[config.mk]
export PLATFORM = sky130hd
export DESIGN_NAME = reg_bus_arb
export DESIGN_NICKNAME = d
export VERILOG_FILES = /design/src/rtl/reg_bus_pkg.sv /design/src/rtl/reg_bus_arb_rr_pick.sv /design/src/rtl/reg_bus_arb.sv
export SDC_FILE = /design/constraint.sdc
export NUM_CORES = 1
export LEC_CHECK = 0
export CAP_MARGIN = 10
export CORE_MARGIN = 1.5
export CORE_UTILIZATION = 34
export DETAILED_ROUTE_END_ITERATION = 8
export HOLD_SLACK_MARGIN = 0.06
export PLACE_DENSITY = 0.81
export SETUP_SLACK_MARGIN = 0.05
export SYNTH_ARGS = -nofsm -noshare
export SYNTH_HDL_FRONTEND = slang
export SYNTH_HIERARCHICAL = 1
export SYNTH_SLANG_ARGS = --single-unit
[constraint.sdc]
create_clock -name bclk -period 2.7 [get_ports bclk]
set_clock_uncertainty 0.05 [all_clocks]
set_input_delay 0.54 -clock bclk [delete_from_list [all_inputs] [get_ports bclk]]
set_output_delay 0.54 -clock bclk [all_outputs]
set_load 0.1 [all_outputs]
[src/rtl/reg_bus_pkg.sv]
// Shared types and constants for the command-register bus arbiter.
package reg_bus_pkg;

    typedef enum logic [1:0] {
        IDLE  = 2'd0,
        LATCH = 2'd1,
        GAP   = 2'd2
    } bus_state_e;

    localparam int ADDR_W_DEF = 8;
    localparam int DATA_W_DEF = 32;
    localparam int GAP_CNT_W  = 4;

endpackage

[src/rtl/reg_bus_arb_rr_pick.sv]
// Combinational round-robin picker: first set request after 'last', wrapping modulo NREQ.
module rr_pick #(
    parameter int NREQ = 4,
    localparam int IDX_W = $clog2(NREQ)
) (
    input  logic [NREQ-1:0]  req,
    input  logic [IDX_W-1:0] last,
    output logic [IDX_W-1:0] winner,
    output logic             valid
);

    logic [IDX_W-1:0] cand;

    // Walk from farthest to nearest so the closest candidate after 'last' wins.
    always_comb begin
        winner = last;
        valid  = 1'b0;
        cand   = '0;
        for (int k = NREQ; k >= 1; k--) begin
            cand = IDX_W'((int'(last) + k) % NREQ);
            if (req[cand]) begin
                winner = cand;
                valid  = 1'b1;
            end
        end
    end

endmodule

[src/rtl/reg_bus_arb.sv]
// Round-robin arbiter for the shared command-register write bus: one latch per grant, then a quiet gap.
// Optional REG_BUS_ARB_PRIO0_EN gives requester 0 fixed absolute priority.
module reg_bus_arb
    import reg_bus_pkg::*;
#(
    parameter int NREQ       = 4,
    parameter int GAP_CYCLES = 1,
    parameter int ADDR_W     = ADDR_W_DEF,
    parameter int DATA_W     = DATA_W_DEF
) (
    input  logic                     bclk,
    input  logic                     rst,
    input  logic [NREQ-1:0]          reqIn,
    input  logic [NREQ*ADDR_W-1:0]   addrIn,
    input  logic [NREQ*DATA_W-1:0]   dataIn,
    output logic [NREQ-1:0]          ackOut,
    output logic [ADDR_W-1:0]        addrOut,
    output logic [DATA_W-1:0]        dataOut,
    output logic                     latchOut,
    output logic                     busy
);

    localparam int IDX_W = $clog2(NREQ);
    localparam logic [GAP_CNT_W-1:0] GAP_LOAD =
        (GAP_CYCLES > 0) ? GAP_CNT_W'(GAP_CYCLES - 1) : '0;

    bus_state_e           state;
    logic [IDX_W-1:0]     last;
    logic [IDX_W-1:0]     rr_winner;
    logic [IDX_W-1:0]     winner;
    logic                 rr_valid;
    logic                 grant_vld;
    logic                 upd_last;
    logic [NREQ-1:0]      pick_req;
    logic [GAP_CNT_W-1:0] gap_cnt;
    logic [ADDR_W-1:0]    sel_addr;
    logic [DATA_W-1:0]    sel_data;
    logic [NREQ-1:0]      sel_ack;

`ifdef REG_BUS_ARB_PRIO0_EN
    // Requester 0 bypasses the rotation and leaves the pointer untouched.
    assign pick_req  = reqIn & ~NREQ'(1);
    assign winner    = reqIn[0] ? '0 : rr_winner;
    assign grant_vld = reqIn[0] | rr_valid;
    assign upd_last  = ~reqIn[0];
`else
    assign pick_req  = reqIn;
    assign winner    = rr_winner;
    assign grant_vld = rr_valid;
    assign upd_last  = 1'b1;
`endif

    rr_pick #(.NREQ(NREQ)) u_pick (
        .req    (pick_req),
        .last   (last),
        .winner (rr_winner),
        .valid  (rr_valid)
    );

    always_comb begin
        sel_addr = '0;
        sel_data = '0;
        sel_ack  = '0;
        for (int i = 0; i < NREQ; i++) begin
            if (winner == IDX_W'(i)) begin
                sel_addr   = addrIn[i*ADDR_W +: ADDR_W];
                sel_data   = dataIn[i*DATA_W +: DATA_W];
                sel_ack[i] = 1'b1;
            end
        end
    end

    always_ff @(posedge bclk) begin
        if (rst) begin
            state    <= IDLE;
            last     <= IDX_W'(NREQ - 1);
            gap_cnt  <= '0;
            ackOut   <= '0;
            latchOut <= 1'b0;
            addrOut  <= '0;
            dataOut  <= '0;
        end else begin
            case (state)
                IDLE: begin
                    ackOut   <= '0;
                    latchOut <= 1'b0;
                    if (grant_vld) begin
                        addrOut  <= sel_addr;
                        dataOut  <= sel_data;
                        ackOut   <= sel_ack;
                        latchOut <= 1'b1;
                        if (upd_last) last <= winner;
                        state    <= LATCH;
                    end
                end
                LATCH: begin
                    ackOut   <= '0;
                    latchOut <= 1'b0;
                    if (GAP_CYCLES > 0) begin
                        gap_cnt <= GAP_LOAD;
                        state   <= GAP;
                    end else begin
                        state   <= IDLE;
                    end
                end
                GAP: begin
                    // Requests are deliberately not sampled here; the bus must stay quiet.
                    if (gap_cnt == '0) state <= IDLE;
                    else               gap_cnt <= gap_cnt - 1'b1;
                end
                default: begin
                    ackOut   <= '0;
                    latchOut <= 1'b0;
                    state    <= IDLE;
                end
            endcase
        end
    end

    assign busy = (state != IDLE);

endmodule

## Yosys cells after proc, flatten, opt, wreduce, memory -nomap -nowiden

Cells that the tools add are included.
Widths: inputs -> output; s select.

| word-level totals | value |
|---|---|
| register bits after elaboration | 53 |
| output and inout port bits | 46 |
| logic and storage cells | 69 |

| cells by class | value |
|---|---|
| add/sub/neg operators | 5 |
| order comparisons | 4 |
| equality and inequality tests | 8 |
| muxes and demuxes | 37 |
| reduce and logical (&&, ||, !) cells | 8 |

Operators with widths:

| operator | number |
|---|---|
| $mux 32 | 4 |
| $mux 8 | 4 |
| $pmux 4 s2 | 2 |
| $mux 1 | 13 |
| $lt 2x3->1 const B | 4 |
| $mux 2 | 6 |
| $bmux 1 s2 | 4 |
| $mux 4 | 2 |
| $eq 2x2->1 const B | 3 |
| $ne 2x2->1 const B | 3 |
| $pmux 2 s3 | 1 |
| $reduce_and 2->1 | 3 |
| $add 2x1->2 const B | 2 |
| $add 2x2->2 const B | 2 |
| $eq 2x1->1 const B | 2 |
| $logic_not 2->1 | 2 |
| $logic_not 4->1 | 1 |
| $reduce_bool 2->1 | 2 |
| $sub 4x1->4 const B | 1 |
| $pmux 1 s2 | 1 |

## Logic depth before layout (Yosys ltp)

Gate-level depths: netlist (run 1).

| logic depth | value |
|---|---|
| word-level depth | 12 |
| mapped depth | 7 |
| gate-level depth less buffers | 5 |

## Modules after synthesis

Netlist (run 1), hierarchy kept.

By module, submodules not included:

| module | times used | cells each | area each (sq um) | seq. area each (sq um) |
|---|---|---|---|---|
| reg_bus_arb | 1 | 194 | 2750.1 | 1061.0 |
| rr_pick | 1 | 14 | 82.6 | 0.0 |

## Least setup slack after synthesis (run 1)

No wires, ideal clock.

| path | value |
|---|---|
| path type | input-to-reg |
| from | in reqIn[3] |
| to | reg addrOut[0] |
| arrival time | 1841 ps |
| required time | 2532 ps |
| slack | 691 ps |
| stages | 7 |
| path through | inv_1 o22ai_1 a221o_1 buf_6 buf_6 mux4_2 a22o_1 |

| between the ends | value |
|---|---|
| longest elaborated chain between the ends | 11 |
| elaborated cells between the ends (all ways) | 25 |

Ends and longest elaborated chain:

| element | line | source |
|---|---|---|
| from (decl) | reg_bus_arb.sv:13 | `input logic [NREQ-1:0] reqIn,` |
| $bmux 1 s2 | reg_bus_arb_rr_pick.sv:21 | `if (req[cand]) begin` |
| $mux 1 (not written as such) | reg_bus_arb_rr_pick.sv:21 |  |
| $mux 2 (3 in series) | reg_bus_arb_rr_pick.sv:21 |  |
| $mux 2 (*) | reg_bus_arb_rr_pick.sv:21 |  |
| named net rr_winner[0] | reg_bus_arb.sv:29 | `logic [IDX_W-1:0] rr_winner;` |
| $logic_not 2->1 | reg_bus_arb.sv:65 | `if (winner == IDX_W'(i)) begin` |
| $mux 8 (3 in series) | reg_bus_arb.sv:65 |  |
| $mux 8 (*) | reg_bus_arb.sv:65 |  |
| to (signal assigned) | reg_bus_arb.sv:88 | `addrOut <= sel_addr;` |
| to (decl) | reg_bus_arb.sv:17 | `output logic [ADDR_W-1:0] addrOut,` |

The timed path passes the listed nets; every way through them passes the cells marked *. The select of a mux whose other input is x is not followed.
A chain may end at the register's enable or synchronous reset.

## Final worst setup path (run 1)

| path | value |
|---|---|
| from | in reqIn[3] |
| to | reg dataOut[8] |

| between the ends | value |
|---|---|
| longest elaborated chain between the ends | 11 |
| elaborated cells between the ends (all ways) | 25 |

Ends and longest elaborated chain:

| element | line | source |
|---|---|---|
| $bmux 1 s2 | reg_bus_arb_rr_pick.sv:21 |  |
| $mux 1 (not written as such) | reg_bus_arb_rr_pick.sv:21 |  |
| $mux 2 (3 in series) | reg_bus_arb_rr_pick.sv:21 |  |
| $mux 2 (*) | reg_bus_arb_rr_pick.sv:21 |  |
| named net rr_winner[0] | reg_bus_arb.sv:29 |  |
| $logic_not 2->1 | reg_bus_arb.sv:65 |  |
| $mux 32 (3 in series) | reg_bus_arb.sv:65 |  |
| $mux 32 (*) | reg_bus_arb.sv:65 |  |
| to (signal assigned) | reg_bus_arb.sv:89 | `dataOut <= sel_data;` |
| to (decl) | reg_bus_arb.sv:18 | `output logic [DATA_W-1:0] dataOut,` |

Marks and branches as above.

==> flow_summary.json, run 1 <==
{
  "die_area_um2": 8890,
  "top_layer": "met4",
  "finalSetupViolations": 0,
  "fp.coreArea_um2": 8130,
  "ys_seq_elements": 53,
  "avgSynthCellArea_um2": 13.6,
  "avgRoutedWirePerCell_um": 16.2,
  "power-per-cell-area_nw_per_um2": 657,
  "status": "complete, no violations",
  "synthToLayoutAreaGrowth_pct": 77.4,
  "drc": 0,
  "nets": 583,
  "detail_route.first_pass.iterations": 4,
  "cp_max_fo": 25,
  "layout_common_cells": "clkdlybuf4s50_1 (165), dfxtp_1 (53), buf_4 (53)",
  "clkLatencyLatePin_ns": 0.30,
  "die_w_um": 94.3,
  "cp.required_ns": 2.85,
  "seq_area_um2": 1060,
  "timing.fmax_mhz": 419,
  "route.met3.wl_um": 426,
  "layout-drive-gt1-share": 0.265,
  "crit_arrival_ns": 2.53,
  "vias": 2633,
  "dp.final_hpwl_um": 6890,
  "vias_per_cell": 5.06,
  "irDropWorstVdd_mv": 0.274,
  "finalHoldWorstSlack_ns": 0.429,
  "synthDistinctLibCells": 31,
  "synth_area_um2": 2830,
  "antenna_found_initial": 0,
  "wl_met1_um": 3270,
  "total_power_mw": 3.30,
  "rows": 33,
  "h-tree-depth": 2,
  "ys_seq_area_frac": 0.375,
  "synth-edff-count": 0,
  "post_cts_buffers": 0,
  "grt_pass1_wl_um": 13100,
  "numPortBuffers": 211,
  "crit_type": "primary input to register",
  "rsz0062_at_grt": "false",
  "start_util": 0.348,
  "cts_root_buf": "clkbuf_8",
  "clk_pin_slew_ns": 0.09,
  "top_level_ports": 212,
  "clockBufferDepth": 2,
  "ys.flop_type": "dfxtp_1",
  "cts_tree": "done",
  "gp_congestion": 0.778,
  "finalWirelength_um": 8400,
  "ctsResizeCount": 0,
  "post-route-period-util": 0.884,
  "num_antenna_cells": 0,
  "grtUsageTotal": 0.188,
  "holdBufCountCts": 0,
  "cts_num_sinks": 53,
  "synthArstFlopShare": 0,
  "wl_met2_um": 4560,
  "tightest_slew_ns": 1.01,
  "cts_made_buffers": 5,
  "netlist.area_leader.share": 0.375,
  "start_kind": "primary input",
  "grt_pass1_vias": 2748,
  "cp-end-kind": "register",
  "cap_violations": 0,
  "die_y_um": 94.3,
  "grt_max_degree": 47,
  "synth_area_leaders": "dfxtp_1 (37%), mux4_2 (32%), a22o_1 (12%)",
  "synth_warnings": 6,
  "max_slew_margin": 0.328,
  "finalHoldViolations": 0,
  "drt_iter0_markers": 80,
  "p_leak_nw": 1.99,
  "finish.utilization": 0.618,
  "multi_input_area_um2": 1610,
  "layout_commonest_cell": "clkdlybuf4s50_1",
  "hold_class": "register to register",
  "drtAntennaViolNets": 0,
  "period_minus_slack_ns": 2.39,
  "fillers": 654,
  "grt_overflow_total": 0,
  "synth_top_area_cell": "dfxtp_1",
  "report.final.slew_viol_count": 0,
  "synth.net_count": 376,
  "syn_inst": 208
}
[Yosys cell counts (3+ instances only)]
cell and number:
nor2_1 4, nor2b_1 4, clkbuf_1 8, mux4_2 40, or4_1 3, dfxtp_1 53, nand2b_1 3, a22o_1 40
a32o_1 4, o211ai_1 3, inv_1 8, a21oi_1 6, buf_6 10
[per-layer routing]
layer	vias up	track usage
li1	1265	-
met1	1249	0.224
met2	108	0.344
met3	11	0.0259
met4	0	0.0647
met5	-	0
[through the flow]
| step | setup TNS, ns | instances | worst slack [ns] | cell area [µm²] |
|---|---|---|---|---|
| 2_1_floorplan | 0 | 208 | 0.691 | 2830 |
| 3_3_place_gp | 0 | 513 | 0.0816 | 4940 |
| 3_5_place_dp | -0.0835 | 513 | -0.0218 | 4940 |
| 4_1_cts | 0 | 520 | 0.294 | 5030 |
| 5_1_grt | 0 | 520 | 0.244 | 5030 |
| 6_report | 0 | 520 | 0.313 | 5030 |
[path summary, 6_finish.rpt]
path         slack (ns)                      end                   start  cells past startpoint
max reg2reg        0.56  dataOut[8]$_SDFFE_PP0P_    last[1]$_SDFFE_PP1P_                      6
min reg2reg        0.43   ackOut[2]$_SDFFE_PP0N_  ackOut[2]$_SDFFE_PP0N_                      1
min                0.43   ackOut[2]$_SDFFE_PP0N_  ackOut[2]$_SDFFE_PP0N_                      1
max                0.31  dataOut[8]$_SDFFE_PP0P_                reqIn[3]                      7
[area by class of cell]
type | instances | area share
Timing Repair Buffer | 221 | 0.420
Multi-Input combinational cell | 126 | 0.320
Sequential cell | 53 | 0.211
Tap cell | 105 | 0.0261
Clock buffer | 7 | 0.0172
Inverter | 8 | 0.00597
[state kept, by name, summed over array words and instances, names as in the netlist]
register  cells
ackOut        4
addrOut       8
dataOut      32
gap_cnt       4
last          2
latchOut      1
state         2
[cells by family after synthesis]
family,after synthesis,synth area share
buffers and inverters,29,0.0676
and+or+nand+nor,22,0.0499
adders and majority gates,2,0.00883
DFF,53,0.375
muxes,41,0.322
AOI/OAI and AO/OA,61,0.178
[critical path, stage by stage]
cell and delay, ns:
clkdlybuf4s50_1 0.52, inv_1 0.06, o22ai_1 0.17, a221o_2 0.25, buf_12 0.23, mux4_2 0.54, a22o_1 0.19
[where the power goes]
| group | total [mW] | internal (mW) | switching [mW] |
|---|---|---|---|
| sequential | 0.970 | 0.900 | 0.0700 |
| clock | 0.442 | 0.204 | 0.238 |
| combinational | 1.89 | 0.728 | 1.16 |
| total | 3.30 | 1.83 | 1.47 |
No activity file was read; power rests on OpenSTA's default activity.
==> run 2: changes to the inputs <==
--- a/config.mk
+++ b/config.mk
@@ -6,6 +6,7 @@
 export NUM_CORES = 1
 export LEC_CHECK = 0
 export CAP_MARGIN = 10
+export CORE_ASPECT_RATIO = 0.8
 export CORE_MARGIN = 1.5
 export CORE_UTILIZATION = 34
 export DETAILED_ROUTE_END_ITERATION = 8
@@ -16,3 +17,4 @@
 export SYNTH_HDL_FRONTEND = slang
 export SYNTH_HIERARCHICAL = 1
 export SYNTH_SLANG_ARGS = --single-unit
+export TNS_END_PERCENT = 20
==> run 2 against run 1 <==
- global-route usage up 1.7 points
- clock-buffer cell count down 2
- die area about the same
- register-to-register slack about the same
- first-iteration DRC count up 55%
- critical path type unchanged
- critical endpoint is now dataOut[3]$_SDFFE_PP0P_
- largest cell class unchanged
- highest routed layer unchanged
==> flow_summary.json, run 2 (synthesis gave the netlist of run 1 again) <==
{
  "grt_max_degree": 47,
  "top_regs": "dataOut x32, addrOut x8",
  "fillers": 639,
  "finalSetupViolations": 0,
  "crit_type": "primary input to register",
  "post-route-cell-area_um2": 5100,
  "cts_num_sinks": 53,
  "antenna_found_initial": 0,
  "power-per-cell-area_nw_per_um2": 687,
  "start_util": 0.353,
  "cp.required_ns": 2.84,
  "tightest_slew_ns": 1.04,
  "timing.rr.start": "last[1]$_SDFFE_PP1P_",
  "die_w_um": 105,
  "top_level_ports": 212,
  "holdBufCountCts": 0,
  "largest_reg_flops": 32,
  "numPortBuffers": 211,
  "vias_per_cell": 5.18,
  "h-tree-depth": 2,
  "clkLatencyLatePin_ns": 0.29,
  "drtAntennaViolNets": 0,
  "rsz0062_at_grt": "false",
  "clockBufferDepth": 2,
  "p_leak_nw": 2.03,
  "cp_max_fo": 14,
  "timing.fmax_mhz": 420,
  "finalWirelength_um": 9220,
  "die_y_um": 84.6,
  "report.final.slew_viol_count": 0,
  "drt_iter0_markers": 124,
  "vias": 2727,
  "fp.coreArea_um2": 8020,
  "cts_tree": "done",
  "cts_root_buf": "clkbuf_8",
  "nets": 585,
  "start_kind": "primary input",
  "post_cts_buffers": 0,
  "regMostFlops": "dataOut",
  "status": "complete, no violations",
  "hold_start": "latchOut$_SDFFE_PP0N_",
  "cap_violations": 0,
  "grt_pass1_vias": 2899,
  "grt_overflow_total": 0,
  "finish.utilization": 0.637,
  "detail_route.first_pass.iterations": 6,
  "grtUsageTotal": 0.205,
  "crit_path_start": "reqIn[3]",
  "layout_common_cells": "clkdlybuf4s50_1 (165), buf_4 (54), dfxtp_1 (53)",
  "post-route-period-util": 0.883,
  "rows": 29,
  "dp.final_hpwl_um": 7360,
  "ctsResizeCount": 0,
  "period_minus_slack_ns": 2.38,
  "layout-drive-gt1-share": 0.273,
  "total_power_mw": 3.51,
  "irDropWorstVdd_mv": 0.375,
  "avgRoutedWirePerCell_um": 17.5,
  "cp-end-kind": "register",
  "num_antenna_cells": 0,
  "die_area_um2": 8890,
  "clk_pin_slew_ns": 0.09,
  "crit_arrival_ns": 2.52,
  "drc": 0,
  "hold_class": "register to register",
  "tns_ns": 0,
  "finalHoldViolations": 0,
  "cts_made_buffers": 5,
  "max_slew_margin": 0.302,
  "synthToLayoutAreaGrowth_pct": 80.2,
  "gp_congestion": 0.785,
  "layout_commonest_cell": "clkdlybuf4s50_1",
  "grt_pass1_wl_um": 14400,
  "dpl-instance-area_um2": 4970
}
==> run 2: changes by cell type in the layout (fill, tap and decap cells not counted) <==
cell | before | now
bufinv_16 | 0 | 2
clkbuf_1 | 1 | 0
buf_12 | 3 | 4
clkbuf_8 | 6 | 5
clkinv_2 | 0 | 1
buf_4 | 53 | 54
==> run 2: per-stage QoR <==
| stage | instances | hold WS, ns | setup slack [ns] |
|---|---|---|---|
| 4_1_cts | 526 | 0.425 | 0.333 |
| 6_report | 526 | 0.415 | 0.317 |
| 3_3_place_gp | 518 | 0.400 | 0.0768 |
| 5_1_grt | 526 | 0.456 | 0.158 |
| 2_1_floorplan | 208 | 0.411 | 0.691 |
| 3_5_place_dp | 518 | 0.403 | 0.00827 |
==> run 2: per-layer routing <==
metal	track usage	part of all wire	vias to the layer above
met4	0.0473	0.0097	0
met3	0.0644	0.086	10
met5	0	0	-
met2	0.372	0.52	140
li1	-	-	1269
met1	0.237	0.38	1308
==> run 2: layout make-up <==
cell class / count / area (µm²) / share of cell area
multi-input cells: 126 / 1610 / 0.315
well taps: 108 / 135 / 0.0265
flip-flops and latches: 53 / 1060 / 0.208
clock inverters: 3 / 65.1 / 0.0127
clock buffers: 5 / 68.8 / 0.0135
inverters: 8 / 30.0 / 0.00588
repair buffers: 223 / 2140 / 0.419
==> run 2: worst paths after layout <==
path,to,slack [ns],depth (start not counted)
setup / recovery,dataOut[3]$_SDFFE_PP0P_,0.32,7
hold / removal,latchOut$_SDFFE_PP0N_,0.41,1
setup reg to reg,dataOut[3]$_SDFFE_PP0P_,0.57,6
hold reg to reg,latchOut$_SDFFE_PP0N_,0.41,1
==> run 2: critical path, stage by stage <==
cell and delay, ns:
clkdlybuf4s50_1 0.52, inv_1 0.06, o22ai_1 0.17, a221o_2 0.31, buf_12 0.20, mux4_2 0.53, a22o_1 0.19
==> run 2: power breakdown <==
group | internal [mW] | switching (mW) | total, mW
Sequential | 0.900 | 0.0695 | 0.969
Clock | 0.368 | 0.254 | 0.622
Combinational | 0.741 | 1.18 | 1.92
